**src/rtl/fetch_unit.sv**
```systemverilog
// Instruction fetch front end: issues word reads to instruction memory and buffers the
// returned instructions with their PCs in a small circular prefetch queue for decode.
module fetch_unit #(
  parameter int unsigned          XLEN     = 32,
  parameter int unsigned          PC_WIDTH = 9,
  parameter int unsigned          DEPTH    = 4,
  parameter logic [PC_WIDTH-1:0]  RESET_PC = '0
) (
  input  logic                    clock,
  input  logic                    reset,
  output logic                    imem_req,
  output logic [PC_WIDTH-3:0]     imem_address,
  input  logic [XLEN-1:0]         imem_q,
  input  logic                    redirect_valid,
  input  logic [PC_WIDTH-1:0]     redirect_pc,
  output logic                    inst_valid,
  output logic [XLEN-1:0]         inst_data,
  output logic [PC_WIDTH-1:0]     inst_pc,
  input  logic                    inst_ready,
  output logic [$clog2(DEPTH):0]  occupancy
);

  localparam int unsigned AW = $clog2(DEPTH);
  localparam int unsigned CW = AW + 1;
  localparam int unsigned SW = AW + 2;

  logic [PC_WIDTH-1:0] fetch_pc_q, fetch_pc_d;
  logic [PC_WIDTH-1:0] inflight_pc_q, inflight_pc_d;
  logic                inflight_q, inflight_d;
  logic [AW-1:0]       head_q, head_d;
  logic [AW-1:0]       tail_q, tail_d;
  logic [CW-1:0]       count_q, count_d;
  logic [XLEN-1:0]     data_q [DEPTH];
  logic [PC_WIDTH-1:0] pc_q   [DEPTH];

  logic [PC_WIDTH-1:0] issue_pc;
  logic                issue;
  logic                push;
  logic                pop;

  always_comb begin
    inst_valid = (count_q != '0);
    pop        = reset & inst_valid & inst_ready;
    // A response landing in a redirect cycle belongs to the abandoned path.
    push       = reset & inflight_q & ~redirect_valid;
    issue_pc   = redirect_valid ? {redirect_pc[PC_WIDTH-1:2], 2'b00} : fetch_pc_q;
    // Reserve a slot for the request still in flight so a push can never overflow.
    issue      = reset & (redirect_valid |
                 ((SW'(count_q) + SW'(inflight_q)) < (SW'(DEPTH) + SW'(pop))));

    imem_req      = issue;
    imem_address  = issue_pc[PC_WIDTH-1:2];

    fetch_pc_d    = issue ? (issue_pc + PC_WIDTH'(4)) : fetch_pc_q;
    inflight_d    = issue;
    inflight_pc_d = issue ? issue_pc : inflight_pc_q;

    if (redirect_valid) begin
      head_d  = '0;
      tail_d  = '0;
      count_d = '0;
    end else begin
      head_d  = head_q + AW'(pop);
      tail_d  = tail_q + AW'(push);
      count_d = count_q + CW'(push) - CW'(pop);
    end
  end

  assign inst_data = data_q[head_q];
  assign inst_pc   = pc_q[head_q];
  assign occupancy = count_q;

  always_ff @(posedge clock) begin
    if (!reset) begin
      fetch_pc_q    <= RESET_PC;
      inflight_q    <= 1'b0;
      inflight_pc_q <= '0;
      head_q        <= '0;
      tail_q        <= '0;
      count_q       <= '0;
      for (int unsigned i = 0; i < DEPTH; i++) begin
        data_q[i] <= '0;
        pc_q[i]   <= '0;
      end
    end else begin
      fetch_pc_q    <= fetch_pc_d;
      inflight_q    <= inflight_d;
      inflight_pc_q <= inflight_pc_d;
      head_q        <= head_d;
      tail_q        <= tail_d;
      count_q       <= count_d;
      if (push) begin
        data_q[tail_q] <= imem_q;
        pc_q[tail_q]   <= inflight_pc_q;
      end
    end
  end

endmodule
```
**config.mk**
```make
export PLATFORM = sky130hd
export DESIGN_NAME = fetch_unit
export DESIGN_NICKNAME = d
export VERILOG_FILES = /design/src/rtl/fetch_unit.sv
export SDC_FILE = /design/constraint.sdc
export NUM_CORES = 1
export LEC_CHECK = 0
export CORE_ASPECT_RATIO = 0.75
export CORE_MARGIN = 4
export CORE_UTILIZATION = 45
export CTS_BUF_LIST = sky130_fd_sc_hd__clkbuf_4 sky130_fd_sc_hd__clkbuf_8
export DETAILED_ROUTE_END_ITERATION = 10
export DONT_BUFFER_PORTS = 1
export PLACE_DENSITY = 0.67
export SYNTH_ARGS = -nofsm -noshare
export SYNTH_HDL_FRONTEND = slang
export SYNTH_SLANG_ARGS = --single-unit
```
**constraint.sdc**
```tcl
create_clock -name clock -period 2.7 [get_ports clock]
set_input_delay 0.54 -clock clock [delete_from_list [all_inputs] [get_ports clock]]
set_output_delay 0.54 -clock clock [all_outputs]
set_load 0.005 [all_outputs]
```
==> results of run 1 <==
## final timing paths
path,end,slack (ps),cells after the start
setup / recovery,imem_req,130,5
hold reg to reg,fetch_pc_q[7]$_SDFFE_PN0P_,480,2
setup reg to reg,occupancy[1]$_SDFF_PP0_,560,7
hold / removal,fetch_pc_q[7]$_SDFFE_PN0P_,240,2
## synth_stat cells (2+ instances only)
master and n:
clkbuf_1 22, a22o_1 2, buf_2 4, o22ai_1 2, buf_4 3, nand2b_1 3
a211oi_1 5, xnor2_1 5, mux2i_1 3, inv_1 10, nand2_1 7, mux4_2 39
and3_1 40, o21ai_0 3, dfxtp_1 22, nand4_1 3, buf_1 3, a21oi_1 10
nor2_1 4, ha_1 8, xor2_1 3, nor3_1 7, or3_1 2, edfxtp_1 156
nand4b_1 2, mux2_2 4, o311ai_4 2, and2_1 121, nand3_1 4
## worst register-to-register path, cell delays in order, from the launching register on
cell and delay (ps):
dfxtp_1 420, o311ai_4 450, inv_1 110, ha_1 290, inv_1 40, ha_1 180, fa_1 420, and2_1 140
## where the power goes
part,switching (mW),total [mW],internal [mW],leakage (nW)
sequential,0.0439,3.15,3.11,1.80
combinational,0.170,0.282,0.113,1.26
clock,0.918,1.58,0.664,0.166
total,1.13,5.02,3.89,3.22
## flip-flops by register name (all words and copies together) (netlist names)
register	cells
occupancy	3
inflight_pc_q	7
data_q	128
pc_q	28
tail_q	2
fetch_pc_q	7
head_q	2
inflight_q	1
## what timing repair did
item / 4_1_cts / 5_1_grt
pin swaps: 0 / 1
endpoints found under the hold margin: 0 / 0
gates resized for setup: 2 / 1
setup buffers: 0 / 3
endpoints found under the setup margin: 1 / 1
## routing by layer
metal  GRT usage  up-vias
li1            -     1927
met3      0.0594        9
met2       0.293      107
met4      0.0400        0
met1       0.213     2111
met5           0        -
## cells by family after synthesis
group | count (synthesis) | share of synthesized area
buffers and inverters | 45 | 0.0244
flip-flops | 178 | 0.648
adder cells (fa/ha/maj) | 9 | 0.0152
multiplexers | 46 | 0.121
AO/OA/AOI/OAI | 28 | 0.0291
other | 1 | 0.000474
AND/OR/NAND/NOR | 197 | 0.154
XOR/XNOR | 8 | 0.00886
## final cells by class
class / count / area, um^2
Timing Repair Buffer: 20 / 175
Multi-Input combinational cell: 290 / 2630
Clock inverter: 11 / 66.3
Sequential cell: 178 / 5130
Fill cell: 1459 / 8420
Inverter: 12 / 45.0
Tap cell: 236 / 295
Clock buffer: 21 / 264
## stage by stage
| step | std cells | setup WS (ps) | utilization | total power [mW] |
|---|---|---|---|---|
| 2_1_floorplan | 513 | 320 | - | 3.41 |
| 3_3_place_gp | 733 | 474 | 0.484 | 3.49 |
| 3_5_place_dp | 733 | 403 | 0.484 | 3.51 |
| 4_1_cts | 765 | 47.3 | 0.504 | 5.06 |
| 6_report | 768 | 127 | 0.506 | 5.02 |
| 5_1_grt | 768 | 19.8 | 0.506 | 5.21 |
==> out/metrics.cfg, run 1 <==
[global_routing]
antenna_found_initial = 0
grt.overflow.total = 0
grt_pass1_vias = 4487
grt_usage = 0.171
grt_max_degree = 44
grt_pass1_wl_mm = 25.4

[clock_network]
cts.sinks = 178
holdBufCountCts = 0
clkTransAtPathRegs_ps = 90
clk_latency_ps = 460
cts_buffers = 17
cts-root-buf = clkbuf_8
cts_tree = done
cts_max_path_buffers = 2
h-tree-depth = 4

[worst_setup_path]
cp_top_family = adder cells
cp_cell_sequence = ha_1 > ha_1 > o311ai_4 > nand3_2 > inv_2
path_class = flip-flop to output pin
cp-end-kind = output pin
cp_data_arrival_time_ps = 2030
cpMaxStageDelayCell = dfxtp_4
cp_data_required_time_ps = 2160
crit_buf_inv = 1
cpMostUsedCell = ha_1
worstPathMaxFanout = 5
cp_slowest_stage_delay_ps = 380
critPathLaunch = occupancy[0]$_SDFF_PP0_
timing.rr.start = occupancy[2]$_SDFF_PP0_
cp-start-kind = flip-flop

[sta]
fmaxAchievable_ghz = 0.389
tns_ps = 0
setup_viol = 0
holdWs_ps = 241
fin_crit_ps = 2570
hold_viol = 0
slew_viol_final = 0
rsz0062_at_grt = no
clock-skew-final_ps = 12.9
fin_crit_sh = 0.953

[route]
wl_met1_mm = 6.75
drt-total-wl_mm = 16.3
highest_layer = met4
wl_met2_mm = 8.21
met3WireLength_mm = 1.25
firstDrtPassIters = 4
wl_per_cell_um = 21.3
drcViolationCount = 0
vias_per_cell = 5.41
vias = 4154
drtIter0Drc = 297
ant_nets = 0

[power]
powerDensity_nw_per_um2 = 583
p_leak_nw = 3.22
vdd_drop_max_v = 0.000299

[logic_synthesis]
synth_edf_count = 156
netlist_top_cells_area = edfxtp_1 59%, mux4_2 11%, and2_1 9.6%
ys_warn_count = 0
ys_async_sr_fraction = 0
yosys.area.top_type = edfxtp_1
syn_area_per_cell_um2 = 15.4
synth-seq-area-share = 0.648
yosysUniqueCellTypes = 42
synth_area_um2 = 7910
synth_top_area_frac = 0.592
ys_ff_latch = 178
syn_inst = 512
ys.flop_type = edfxtp_1

[finish]
nets = 573
areaGrowthSynthToFinish_pct = 8.84
final_cell_area_um2 = 8610
layout_commonest_cell = edfxtp_1
mostFrequentLayoutCells = 156 x edfxtp_1, 121 x and2_1, 40 x and3_1
n_antenna_cell = 0
final_layout_size_suffix_gt1_frac = 0.205

[placement]
dp_hpwl_mm = 9.93
port_buffers = 0
placed_cell_area_um2 = 8250
place.gp.congestion = 0.781

[floorplan]
rows = 41
initial_core_util = 0.464
core-area_um2 = 17000
die_h_um = 123
design.die.area_um2 = 19800
die_w_um = 161
pin_count = 98

[status]
status = completed

[worst_hold_path]
hold_path_class = input pin to flip-flop
hold_start = reset

[flow_run]
max-cap-violations = 0

(Power assumes the default switching activity.)
==> run 2, diff against run 1 <==
- CORE_ASPECT_RATIO: 0.75 -> unset
- SKIP_CTS_REPAIR_TIMING: unset -> 1
==> out/metrics.cfg, run 2 (synthesis gave the netlist of run 1 again) <==
[sta]
slew_headroom = 0.657
worst_slew_pin_slew_ps = 500
fmaxAchievable_ghz = 0.385  ; -1.0%
hold_viol = 0  ; unchanged
slew_viol_final = 0  ; unchanged
fin_crit_ps = 2600  ; +27.0 ps
setup_viol = 0  ; unchanged
tns_ps = 0  ; unchanged
fin_crit_sh = 0.963  ; +0.0100
holdWs_ps = 244  ; +3.10 ps
clock-skew-final_ps = 11.3  ; -1.63 ps

[power]
powerDensity_nw_per_um2 = 635  ; +8.9%
vdd_drop_max_v = 0.000306  ; +2.4%
p_leak_nw = 3.29  ; +1.9%

[placement]
port_buffers = 0  ; unchanged
place_inst = 721  ; -1.6%
place.gp.congestion = 0.822  ; +5.2%
placed_cell_area_um2 = 8220  ; -0.26%
dp_hpwl_mm = 9.81  ; -1.2%

[finish]
areaGrowthSynthToFinish_pct = 10.1
finalCoreUtilization = 0.505  ; about the same
fill_cells = 1451  ; -0.55%
regMostFlops = data_q
nets = 571  ; -0.35%
final_layout_size_suffix_gt1_frac = 0.208  ; +0.00266
final_cell_area_um2 = 8710  ; +1.1%
stdcell_count = 755  ; -1.7%
mostFrequentLayoutCells = 156 x edfxtp_1, 121 x and2_1, 40 x and3_1
n_antenna_cell = 0  ; unchanged
layout_commonest_cell = edfxtp_1
largest_reg_flops = 128  ; unchanged
reg_top3 = data_q x128, pc_q x28

[route]
vias = 4274  ; +2.9%
ant_nets = 0  ; unchanged
vias_per_cell = 5.66  ; +4.7%
drcViolationCount = 0  ; unchanged
drt-total-wl_mm = 16.7  ; +2.2%
firstDrtPassIters = 4  ; unchanged
drtIter0Drc = 261  ; -12%
wl_per_cell_um = 22.1  ; +4.0%

[worst_setup_path]
cpMaxStageDelayCell = dfxtp_2
cp_data_arrival_time_ps = 2060  ; +30 ps
path_class = flip-flop to output pin
cpMostUsedCell = ha_1
crit_buf_inv = 1  ; unchanged
cp_top_family = adder cells
r2r_slack_ps = 410  ; -150 ps
cp_slowest_stage_delay_ps = 370  ; about the same
worstPathMaxFanout = 5  ; unchanged
cp-start-kind = flip-flop
cp_cell_sequence = ha_1 > ha_1 > o311ai_4 > nand3_2 > inv_2
cp_data_required_time_ps = 2160  ; about the same
cp-end-kind = output pin

[global_routing]
grt_pass1_vias = 4642  ; +3.5%
grt_pass1_wl_mm = 25.9  ; +2.0%
grt_usage = 0.175  ; +0.00350
grt.overflow.total = 0  ; unchanged
antenna_found_initial = 0  ; unchanged
grt_max_degree = 44  ; unchanged

[floorplan]
pin_count = 98  ; unchanged
die_h_um = 141  ; +14%
design.die.area_um2 = 19800  ; -0.11%
core-area_um2 = 17200  ; +1.2%
rows = 48  ; +17%
die_w_um = 141  ; -13%
initial_core_util = 0.459  ; -0.00553

[clock_network]
cts_tree = done
cts-root-buf = clkbuf_8
cts_buffers = 17  ; unchanged
cts_max_path_buffers = 2  ; unchanged
clk_latency_ps = 460  ; about the same
h-tree-depth = 4  ; unchanged
cts.sinks = 178  ; unchanged
clkTransAtPathRegs_ps = 90  ; about the same

[worst_hold_path]
hold_path_class = input pin to flip-flop

[status]
status = completed

[flow_run]
max-cap-violations = 0  ; unchanged

==> run 2: power by group <==
group,switching [mW],internal [mW]
logic,0.174,0.113
registers,0.0440,3.11
clock network,0.921,1.17
total,1.14,4.39
==> run 2: per-stage QoR <==
stage               setup WS (ps)  power, mW
floorplan                     320       3.41
global placement              425       3.50
detailed placement            404       3.51
CTS                         -61.2       5.57
global route                -7.53       5.73
finish                       99.8       5.53
==> run 2: path summary, 6_finish.rpt <==
| path | start | endpoint | cells past startpoint |
|---|---|---|---|
| min | reset | fetch_pc_q[7]$_SDFFE_PN0P_ | 2 |
| min reg2reg | fetch_pc_q[8]$_SDFFE_PN0P_ | fetch_pc_q[8]$_SDFFE_PN0P_ | 2 |
| max | occupancy[0]$_SDFF_PP0_ | imem_req | 5 |
| max reg2reg | inflight_q$_SDFF_PN0_ | occupancy[2]$_SDFF_PP0_ | 8 |
==> run 2: routing by layer <==
metal  share of wire  up-vias  global-route usage
li1                -     1920                   -
met1            0.39     2223               0.209
met2            0.53      114               0.301
met3           0.065       17              0.0533
met4           0.016        0              0.0607
met5               0        -                   0
==> run 2: final cells by class <==
| cell class | instances | area, um^2 | share of cell area |
|---|---|---|---|
| repair buffers | 18 | 160 | 0.0184 |
| multi-input cells | 290 | 2630 | 0.302 |
| clock inverters | 10 | 183 | 0.0210 |
| clock buffers | 22 | 278 | 0.0319 |
| inverters | 12 | 45.0 | 0.00517 |
| flip-flops and latches | 178 | 5130 | 0.589 |
| well taps | 225 | 282 | 0.0323 |
